--- config.mk ---
export PLATFORM = sky130hd
export DESIGN_NAME = mult_arbiter
export DESIGN_NICKNAME = d
export VERILOG_FILES = /design/src/rtl/mult_arbiter.sv
export SDC_FILE = /design/constraint.sdc
export NUM_CORES = 1
export LEC_CHECK = 0
export BUFFER_PORTS_ARGS = -buffer_cell sky130_fd_sc_hd__clkbuf_2
export CELL_PAD_IN_SITES_DETAIL_PLACEMENT = 1
export CELL_PAD_IN_SITES_GLOBAL_PLACEMENT = 1
export CORE_MARGIN = 5
export CORE_UTILIZATION = 23
export CTS_CLUSTER_DIAMETER = 30
export DETAILED_ROUTE_END_ITERATION = 16
export PLACE_DENSITY_LB_ADDON = 0.2
export REMOVE_ABC_BUFFERS = 1
export SLEW_MARGIN = 20
export SYNTH_ARGS = -nofsm -noshare
export SYNTH_HDL_FRONTEND = slang
export SYNTH_SLANG_ARGS = --single-unit
--- constraint.sdc ---
create_clock -name clk -period 1.35 [get_ports clk]
set_input_delay 0.0675 -clock clk [delete_from_list [all_inputs] [get_ports clk]]
set_output_delay 0.0675 -clock clk [all_outputs]
set_load 0.005 [all_outputs]
--- src/rtl/mult_arbiter.sv ---
// Round-robin arbiter sharing one external 8-bit signed multiplier between NREQ
// requesters, with a single-entry registered result buffer (valid/ready).
module mult_arbiter #(
    parameter int NREQ = 2,
    parameter int IDW  = (NREQ > 1) ? $clog2(NREQ) : 1
) (
    input  logic              clk,
    input  logic              reset,
    input  logic [NREQ-1:0]   req_valid,
    output logic [NREQ-1:0]   req_ready,
    input  logic [NREQ*8-1:0] req_a,
    input  logic [NREQ*8-1:0] req_b,
    output logic [7:0]        mul_a,
    output logic [7:0]        mul_b,
    input  logic [7:0]        mul_out,
    output logic              res_valid,
    input  logic              res_ready,
    output logic [7:0]        res_data,
    output logic [IDW-1:0]    res_id
);

    typedef enum logic [0:0] {ST_EMPTY = 1'b0, ST_FULL = 1'b1} buf_state_t;

    buf_state_t     r_state;
    buf_state_t     w_state_next;
    logic [IDW-1:0] r_rr_ptr;
    logic [7:0]     r_res_data;
    logic [IDW-1:0] r_res_id;
    logic [IDW-1:0] w_win;
    logic           w_found;
    logic           w_can_accept;
    logic           w_accept;

    // Round-robin scan: first valid requester at or after the pointer, wrapping.
    always_comb begin
        w_found = 1'b0;
        w_win   = '0;
        for (int k = 0; k < NREQ; k++) begin
            if (!w_found && req_valid[(int'(r_rr_ptr) + k) % NREQ]) begin
                w_found = 1'b1;
                w_win   = IDW'((int'(r_rr_ptr) + k) % NREQ);
            end else begin
                w_found = w_found;
            end
        end
    end

    assign w_can_accept = (r_state == ST_EMPTY) || res_ready;
    assign w_accept     = w_can_accept && w_found;

    // Grant and multiplier operand steering; operands follow the winner even while stalled.
    always_comb begin
        req_ready = '0;
        mul_a     = 8'd0;
        mul_b     = 8'd0;
        if (w_found) begin
            mul_a = req_a[int'(w_win)*8 +: 8];
            mul_b = req_b[int'(w_win)*8 +: 8];
            if (w_can_accept) begin
                req_ready[w_win] = 1'b1;
            end else begin
                req_ready = '0;
            end
        end else begin
            req_ready = '0;
        end
    end

    // Buffer state register.
    always_ff @(posedge clk) begin
        if (reset) begin
            r_state <= ST_EMPTY;
        end else begin
            r_state <= w_state_next;
        end
    end

    // Buffer next state: accept refills, a lone drain empties, otherwise hold.
    always_comb begin
        case (r_state)
            ST_EMPTY: begin
                if (w_accept) w_state_next = ST_FULL;
                else          w_state_next = ST_EMPTY;
            end
            ST_FULL: begin
                if (w_accept)       w_state_next = ST_FULL;
                else if (res_ready) w_state_next = ST_EMPTY;
                else                w_state_next = ST_FULL;
            end
            default: w_state_next = ST_EMPTY;
        endcase
    end

    // Buffer outputs.
    always_comb begin
        res_valid = (r_state == ST_FULL);
        res_data  = r_res_data;
        res_id    = r_res_id;
    end

    // Product capture and pointer advance; data/id hold when draining or stalled.
    always_ff @(posedge clk) begin
        if (reset) begin
            r_res_data <= 8'd0;
            r_res_id   <= '0;
            r_rr_ptr   <= '0;
        end else if (w_accept) begin
            r_res_data <= mul_out;
            r_res_id   <= w_win;
            if (int'(w_win) == NREQ - 1) r_rr_ptr <= '0;
            else                         r_rr_ptr <= w_win + 1'b1;
        end else begin
            r_res_data <= r_res_data;
            r_res_id   <= r_res_id;
            r_rr_ptr   <= r_rr_ptr;
        end
    end

endmodule
==> run_results.csv, run 1 <==
group,metric,value,unit
run_status,status,"finished with violations",
run_status,violations,"negative setup slack",
sta,rsz0062_at_grt,"true",
yosys,synth_simple_gate_area_share,17.43,%
critical_path,r2r-start,"res_valid$_SDFF_PP0_",
placement,place_ws,179.1,ps
yosys,synth_top_family_by_area,"multiplexers",
sta,worst_slew_pin_slew,584.1,ps
clock_tree,hold_buffers,0,
critical_path,critPathMaxFanout,6,
yosys,synth_xor_area_share,0,%
sta,fin_skew,4.523,ps
route,ant_nets,0,
placement,placed_cell_area,1162,sq um
sta,finalCritPeriodShare,101.1,%
critical_path,r2r_cells,3,
cells_and_area,synthToLayoutAreaGrowth,62.70,%
grt,met3_usage,2.829,%
floorplanning,die-height,67.80,um
sta,final_hold_viol_count,0,
route,wl_per_cell,12.43,um
grt,grt_overflow,0,
critical_path,cp_data_arrival_time,1300,ps
clock_tree,cts_sinks,11,
grt,busiest_layer,"met2",
route,vias_per_cell,4.304,
yosys,ys_types,21,
placement,dpl.hpwl,2.301,mm
grt,use_met2,23.09,%
clock_tree,clockBufferDepth,2,
yosys,syn_inst,102,
clock_tree,cts.clk_slew.worst_paths,70,ps
job,maxCapViolations,0,
floorplanning,die_w,67.80,um
critical_path,startpoint,"r_rr_ptr$_SDFFE_PP0P_",
yosys,avgSynthCellArea,7.532,sq um
cells_and_area,instances_no_fill,224,
yosys,synth_common_cells,"16 x inv_1, 16 x mux2i_1, 16 x nand2_1",
yosys,synth_compound_area_share,17.43,%
floorplanning,rows,21,
yosys,synthMuxAreaShare,20.85,%
clock_tree,numCtsBuffers,3,
placement,dp.cells,218,
route,postRouteWirelength,2.785,mm
floorplanning,die_area,4596,sq um
sta,fmaxAchievable,732.5,MHz
yosys,synth.area.top_cells,"dfxtp_1 29%, mux2i_1 21%, inv_1 7.8%",
yosys,ys_seq_elements,11,
clock_tree,cts_root_buf,"clkbuf_4",
critical_path,critical_path_class,"flop to output pin",
critical_path,start_kind,"flop",
sta,relSlewSlack,60.91,%
yosys,synth_edf_count,0,
critical_path,worstSetupEndpoint,"mul_a[6]",
floorplanning,io_pins,73,
yosys,yosys.area_share.adder,0,%
grt,grt_max_degree,17,
hold_path,hold_path.class,"input port to flop",
cells_and_area,final_nets,224,
placement,io_buffers,72,
yosys,synth_seq_area_share,28.66,%
grt,grt_first_pass_wirelength,4.395,mm
grt,grt_use_met1,13.56,%
cells_and_area,drive_above_1_share,50.00,%
floorplanning,fp.coreArea,3284,sq um
clock_tree,cts_tree,"done",
power,power,917.0,uW
critical_path,critPathRequiredTime,1280,ps
sta,setup_slack,-15.27,ps
yosys,synth_warnings,0,
sta,setup-tns-final,-51.71,ps
grt,grt_antenna_before_repair,0,
route,drt_iter0_drc,19,
placement,gp_congestion,0.7053,
yosys,async_reset_ff_share,0,%
yosys,synth_top_area_cell,"dfxtp_1",
yosys,synth_area,768.2,sq um
power,p_per_area,733.6,nW/um^2
power,p_leak,0.0007747,uW
floorplanning,initial_core_util,23.39,%
yosys,synth.top_cell.area_share,28.66,%
sta,drv_slew,0,
route,dr_total_vias,964,
power,vdd_drop_max,0.0002497,V
sta,setup_violations,8,
cells_and_area,num_antenna_cells,0,
route,first_pass_iters,2,
grt,grt.total_usage,12.51,%
route,drc,0,
clock_tree,htreeDepth,1,
grt,grt_pass1_vias,1012,
cells_and_area,final_cell_area,1250,sq um
sta,min_period,1365,ps
critical_path,worstSetupEndpointType,"output pin",
clock_tree,insertion_delay,270,ps
yosys,ys.flop_type,"dfxtp_1",
critical_path,reg2reg_to,"res_data[7]$_SDFFE_PP0P_",
critical_path,regToRegSetupSlack,300,ps
-- layout by cell type, fill, tap and decap left out, types with 8 or more instances in the layout --
cell type	synthesis	routed
clkbuf_2	0	57
buf_2	0	14
inv_1	16	16
nand2_1	16	16
a21oi_1	10	10
dfxtp_1	11	10
mux2i_1	16	16
nand3_1	8	8
o21ai_0	8	8
-- registers in the layout, summed over array words and instances (netlist names) --
register,flops
res_valid,1
res_id,1
res_data,8
r_rr_ptr,1
-- metal layers --
layer / vias to the layer above / routed length (um)
met5: - / 0
met4: 0 / 38
met3: 4 / 185
met2: 33 / 1515
met1: 439 / 1046
li1: 488 / -
-- power breakdown --
part           switching (uW)  total (uW)  internal (uW)
Clock                     114         228            114
Sequential               12.8         361            348
Combinational             146         328            182
-- what timing repair did --
item,4_1_cts,5_1_grt
buffers inserted,1,0
resized for setup,5,17
gates cloned,0,1
pin swaps,0,1
setup endpoints to repair,17,18
-- layout make-up --
class                      count  area (sq um)
fill                         440          2034
timing repair buffer          78         440.4
multi-input combinational     68         437.9
sequential                    11         221.5
inverter                      17         66.31
tap                           46         57.56
clock buffer                   4         26.28
-- per-stage QoR --
stage                     hold WS, ps  utilization, %
after CTS                       20.37           36.88
final                           28.70           38.06
after floorplan                 136.6               -
after global routing            29.66           38.06
after detailed placement        315.0           35.39
after global placement          304.8           35.39
-- kinds of logic after synthesis --
| family | after synthesis |
|---|---|
| and+or+nand+nor | 30 |
| buffers and inverters | 23 |
| AOI/OAI and AO/OA | 22 |
| muxes | 16 |
| DFF | 11 |
-- how the worst min path moves through the flow --
| stage | cells past startpoint | to | slack [ps] | from |
|---|---|---|---|---|
| after floorplan | 1 | res_data[0]$_SDFFE_PP0P_ | 140 | reset |
| after global placement | 3 | res_data[6]$_SDFFE_PP0P_ | 300 | mul_out[6] |
| after detailed placement | 3 | res_data[5]$_SDFFE_PP0P_ | 310 | mul_out[5] |
| after CTS | 3 | res_data[0]$_SDFFE_PP0P_ | 20 | mul_out[0] |
| after global routing | 3 | res_data[6]$_SDFFE_PP0P_ | 30 | mul_out[6] |
| final | 3 | res_data[0]$_SDFFE_PP0P_ | 30 | mul_out[0] |
-- worst max-delay path: stages, from the launching register on --
cell,delay (ps)
dfxtp_2,340
o21ai_4,200
buf_8,160
mux2i_1,190
clkbuf_2,140
Note: power is estimated with default switching activity, not from simulation.
==> run 2: changes to the inputs <==
Settings changed: CORE_ASPECT_RATIO set to 1.1, SETUP_SLACK_MARGIN set to 0.05.
==> run 2 against run 1 <==
Compared with the run above: the flow still finishes with violations (negative setup slack); via count fell by 0.31%; final cell count decreased by 4.0%; first-iteration DRC count rose by 84%; routed wire length fell by 1.8%; combinational power about the same; worst setup slack worse by 17 ps; count of clock-buffer cells in the layout unchanged; worst hold slack better by 2.1 ps; final area down 0.80%; critical path depth unchanged; register-to-register slack about the same; utilization decreased by 0.20 points; largest cell class unchanged; largest power group unchanged.
==> run_results.csv, run 2 (same netlist as run 1, synthesis figures left out) <==
group,metric,value,unit
sta,setup_violations,14,
power,vdd_drop_max,0.0002583,V
power,p_per_area,735.4,nW/um^2
grt,grt.total_usage,11.80,%
floorplanning,die-height,70.62,um
placement,io_buffers,72,
placement,place_ws,168.7,ps
placement,dp.cells,209,
cells_and_area,largest_reg_flops,8,
clock_tree,insertion_delay,260,ps
sta,drv_slew,0,
sta,setup_slack,-31.95,ps
hold_path,holdPathStages,3,
cells_and_area,final_cell_area,1240,sq um
grt,grt_overflow,0,
hold_path,hold_end,"res_data[6]$_SDFFE_PP0P_",
critical_path,cp_data_arrival_time,1310,ps
route,postRouteWirelength,2.736,mm
critical_path,critical_path_class,"flop to output pin",
sta,fin_skew,3.121,ps
placement,placed_cell_area,1157,sq um
route,first_pass_iters,4,
grt,grt_max_degree,12,
sta,relSlewSlack,81.16,%
clock_tree,cts.clk_slew.worst_paths,70,ps
route,drt_iter0_drc,35,
cells_and_area,drive_above_1_share,50.28,%
route,dr_total_vias,961,
cells_and_area,layout_common_cells,"58 x clkbuf_2, 16 x inv_1, 16 x nand2_1, 16 x mux2i_1, 14 x buf_2",
hold_path,hold_path.class,"input port to flop",
route,wl_per_cell,12.73,um
power,p_leak,0.0007834,uW
sta,worst_slew_pin_slew,281.3,ps
grt,grt_first_pass_wirelength,4.305,mm
critical_path,reg2reg_to,"res_data[7]$_SDFFE_PP0P_",
route,vias_per_cell,4.470,
floorplanning,initial_core_util,23.45,%
cells_and_area,final_nets,225,
clock_tree,cts_sinks,11,
critical_path,worstSetupEndpointType,"output pin",
critical_path,slowest_delay,340,ps
route,met2_length,1.615,mm
route,ant_nets,0,
sta,min_period,1382,ps
critical_path,start_kind,"flop",
run_status,status,"finished with violations",
floorplanning,rows,22,
critical_path,critPathRequiredTime,1280,ps
sta,fmaxAchievable,723.6,MHz
critical_path,regToRegSetupSlack,310,ps
grt,grt_antenna_before_repair,0,
critical_path,cpMaxStageDelayCell,"dfxtp_2",
sta,final_hold_viol_count,0,
cells_and_area,instances_no_fill,215,
route,wl_met3,179,um
floorplanning,die_w,65.11,um
critical_path,critPathMaxFanout,5,
floorplanning,die_area,4597,sq um
grt,grt_pass1_vias,1023,
placement,gp_congestion,0.6627,
hold_path,worstHoldStart,"mul_out[6]",
clock_tree,cts_root_buf,"clkbuf_4",
critical_path,path_buf_inv,2,
cells_and_area,synthToLayoutAreaGrowth,61.40,%
clock_tree,cts_tree,"done",
route,drc,0,
route,met1_length,941,um
sta,finalCritPeriodShare,102.4,%
clock_tree,clockBufferDepth,2,
sta,rsz0062_at_grt,"true",
clock_tree,htreeDepth,1,
critical_path,path_cells,"o21ai_4 -> clkbuf_16 -> mux2i_1 -> buf_2",
critical_path,cp_top_family,"flip-flops",
cells_and_area,num_antenna_cells,0,
floorplanning,io_pins,73,
run_status,violations,"negative setup slack",
critical_path,r2r-start,"res_valid$_SDFF_PP0_",
cells_and_area,final_common_cell,"clkbuf_2",
job,maxCapViolations,0,
placement,dpl.hpwl,2.292,mm
clock_tree,numCtsBuffers,3,
sta,hold_slack,30.75,ps
route,routed.top_layer,"met3",
floorplanning,fp.coreArea,3276,sq um
critical_path,r2r_cells,3,
run 2: worst max path at each step:
| stage | endpoint | cells after the start | from | slack, ps |
|---|---|---|---|---|
| 2_1_floorplan | mul_a[0] | 2 | r_rr_ptr$_SDFFE_PP0P_ | 210 |
| 3_3_place_gp | mul_a[0] | 4 | r_rr_ptr$_SDFFE_PP0P_ | 220 |
| 3_5_place_dp | mul_b[4] | 4 | r_rr_ptr$_SDFFE_PP0P_ | 170 |
| 4_1_cts | mul_b[4] | 4 | r_rr_ptr$_SDFFE_PP0P_ | -60 |
| 5_1_grt | mul_a[2] | 4 | r_rr_ptr$_SDFFE_PP0P_ | -130 |
| 6_report | mul_a[6] | 4 | r_rr_ptr$_SDFFE_PP0P_ | -30 |
run 2: worst reg2reg max path, delay by kind of cell, from the launching register on:
family             cells  cell delay, ps
AOI/OAI and AO/OA      2             310
and+or+nand+nor        1             300
DFF                    1             370
run 2: metrics by stage:
step / power, uW / utilization [%] / setup TNS (ps)
4_1_cts: 919.9 / 36.97 / -589.3
2_1_floorplan: 496.7 / - / 0
3_5_place_dp: 675.4 / 35.33 / 0
5_1_grt: 992.0 / 37.85 / -1813
6_report: 911.9 / 37.85 / -219.7
3_3_place_gp: 667.0 / 35.33 / 0
run 2: area by class of cell:
| type | count | area [sq um] |
|---|---|---|
| Inverter | 17 | 66.31 |
| Tap cell | 36 | 45.04 |
| Fill cell | 440 | 2036 |
| Multi-Input combinational cell | 68 | 437.9 |
| Sequential cell | 11 | 222.7 |
| Timing Repair Buffer | 79 | 441.7 |
| Clock buffer | 4 | 26.28 |
run 2: routing by layer:
layer | global-route usage (%) | vias up
met5 | 0 | -
met4 | 4.147 | 0
met3 | 2.857 | 0
met2 | 23.41 | 32
met1 | 11.59 | 440
li1 | - | 489
run 2: timing repair:
item	4_1_cts	5_1_grt
endpoints found under the hold margin	0	0
hold buffers	0	0
setup endpoints to repair	17	25
gates cloned	0	1
gates resized for setup	6	16
pin swaps	0	1
setup buffers	1	0
run 2: where the power goes:
part	total, uW	switching (uW)	internal [uW]
Combinational	325	146	179
Clock	224	110	114
Sequential	363	13.9	349
==> run 3: changes to the inputs <==
Settings changed: PLACE_DENSITY set to 0.86, PLACE_DENSITY_LB_ADDON 0.2 to unset, SKIP_LAST_GASP set to 1.
==> run 3 against run 2 <==
Compared with the run above: the flow still finishes with violations (negative setup slack); final cell count rose by 0.93%; non-clock buffer count rose by 2; routed wire length fell by 1.1%; count of clock-buffer cells in the layout did not move; highest routed layer is now met4; largest power group unchanged; final area rose by 1.0%; critical path depth rose by 1; sequential cell count did not move; global-route usage rose by 0.62 points.
==> run_results.csv, run 3 (same netlist as run 1, synthesis figures left out) <==
group,metric,value,unit
run_status,status,"finished with violations",
run_status,violations,"negative setup slack",
critical_path,r2r_cells,4,
power,power.share.switching,29.73,%
critical_path,critPathMaxFanout,5,
power,vdd_drop_max,0.0001904,V
sta,fmaxAchievable,721.1,MHz
critical_path,path_cells,"o21ai_4 -> buf_6 -> buf_6 -> mux2i_1 -> clkbuf_2",
route,routed.top_layer,"met4",
route,postRouteWirelength,2.705,mm
clock_tree,cts_root_buf,"clkbuf_4",
sta,setup_slack,-36.75,ps
cells_and_area,layout_common_cells,"59 x clkbuf_2, 16 x inv_1, 16 x nand2_1, 16 x mux2i_1, 12 x buf_2",
power,p_clk_share,24.6,%
critical_path,r2r-start,"res_valid$_SDFF_PP0_",
placement,io_buffers,72,
floorplanning,die_area,4597,sq um
clock_tree,htreeDepth,1,
route,ant_nets,0,
sta,relSlewSlack,83.84,%
hold_path,worstHoldStart,"mul_out[7]",
critical_path,path_buf_inv,3,
power,comb_power_share,36.3,%
power,p_leak,0.0007853,uW
clock_tree,clockBufferDepth,2,
cells_and_area,final_common_cell,"clkbuf_2",
sta,fin_skew,0.7926,ps
grt,grt_first_pass_wirelength,4.519,mm
route,met2_length,1.297,mm
critical_path,critPathRequiredTime,1280,ps
floorplanning,die-height,70.62,um
floorplanning,io_pins,73,
floorplanning,initial_core_util,23.45,%
critical_path,start_kind,"flop",
route,drc,0,
route,wl_per_cell,12.47,um
critical_path,cp_top_family,"buffers and inverters",
cells_and_area,instances_no_fill,217,
clock_tree,hold_buffers,0,
floorplanning,fp.coreArea,3276,sq um
grt,grt_pass1_vias,1049,
clock_tree,insertion_delay,270,ps
route,drt_iter0_drc,35,
sta,setup_violations,10,
sta,finalCritPeriodShare,102.7,%
critical_path,reg2reg_to,"res_data[5]$_SDFFE_PP0P_",
grt,grt_overflow,0,
grt,grt_antenna_before_repair,0,
critical_path,slowest_delay,340,ps
critical_path,cp_num_cells,5,
grt,grt.total_usage,12.42,%
critical_path,regToRegSetupSlack,260,ps
sta,worst_slew_pin_slew,241.9,ps
floorplanning,rows,22,
sta,final_hold_viol_count,0,
job,maxCapViolations,0,
critical_path,cpMostUsedCell,"buf_6",
power,p_sw,274.8,uW
hold_path,hold_end,"res_data[7]$_SDFFE_PP0P_",
route,wl_met3,312,um
sta,drv_slew,0,
power,p_seq_share,39.1,%
route,vias_per_cell,4.627,
route,first_pass_iters,2,
route,dr_total_vias,1004,
critical_path,cp_data_arrival_time,1320,ps
placement,dpl.hpwl,2.260,mm
hold_path,holdPathStages,3,
sta,min_period,1387,ps
placement,dp.cells,210,
route,met1_length,1.066,mm
cells_and_area,synthToLayoutAreaGrowth,63.03,%
power,p_int,649.5,uW
power,power,924.3,uW
critical_path,cpMaxStageDelayCell,"dfxtp_2",
clock_tree,cts.clk_slew.worst_paths,70,ps
grt,grt_max_degree,13,
clock_tree,numCtsBuffers,3,
placement,gp_congestion,0.6838,
power,p_per_area,738.0,nW/um^2
cells_and_area,largest_reg_flops,8,
floorplanning,die_w,65.11,um
clock_tree,cts_tree,"done",
critical_path,critical_path_class,"flop to output pin",
clock_tree,cts_sinks,11,
sta,rsz0062_at_grt,"true",
critical_path,worstSetupEndpointType,"output pin",
cells_and_area,num_antenna_cells,0,
cells_and_area,drive_above_1_share,50.28,%
hold_path,hold_path.class,"input port to flop",
cells_and_area,final_nets,227,
## run 3: worst max path at each step
stage	start	endpoint
2_1_floorplan	r_rr_ptr$_SDFFE_PP0P_	mul_a[0]
3_3_place_gp	res_valid$_SDFF_PP0_	res_id$_SDFFE_PP0P_
3_5_place_dp	res_valid$_SDFF_PP0_	res_id$_SDFFE_PP0P_
4_1_cts	r_rr_ptr$_SDFFE_PP0P_	mul_b[1]
5_1_grt	r_rr_ptr$_SDFFE_PP0P_	mul_b[7]
6_report	r_rr_ptr$_SDFFE_PP0P_	mul_b[7]
## run 3: routing by layer
metal | up-vias | GRT usage (%)
li1 | 496 | -
met1 | 448 | 13.80
met2 | 57 | 21.36
met3 | 3 | 4.603
met4 | 0 | 4.839
met5 | - | 0
## run 3: power by group through the flow
stage,logic (uW),clock network (uW),registers [uW]
finish,335,228,361
floorplan,128,0,369
CTS,353,238,361
detailed placement,317,0,369
global route,376,257,364
global placement,310,0,368
## run 3: worst min-delay path: stages
cell and delay (ps):
clkbuf_2 80, nand3_1 50, a21oi_1 50
## run 3: final cells by class
type	instances	area, sq um
flip-flops and latches	11	221.5
well taps	36	45.04
fillers	442	2023
inverters	17	66.31
repair buffers	81	457.9
clock buffers	4	26.28
multi-input cells	68	435.4
## run 3: timing repair
item / in CTS / in global routing
resized for setup: 6 / 14
cloned: 1 / 0
setup endpoints to repair: 18 / 17
pin swaps: 1 / 0
buffers inserted: 3 / 0
## run 3: per-stage QoR
stage / setup TNS, ps / area, sq um / worst slack (ps) / hold WS, ps / utilization [%]
6_report: -130.7 / 1252 / -36.75 / 25.06 / 38.24
5_1_grt: -1360 / 1252 / -132.6 / 23.60 / 38.24
4_1_cts: -546.2 / 1270 / -49.21 / 18.06 / 38.77
3_5_place_dp: 0 / 1177 / 226.1 / 310.7 / 35.94
3_3_place_gp: 0 / 1177 / 259.5 / 308.1 / 35.94
2_1_floorplan: 0 / 714.4 / 209.3 / 136.6 / -
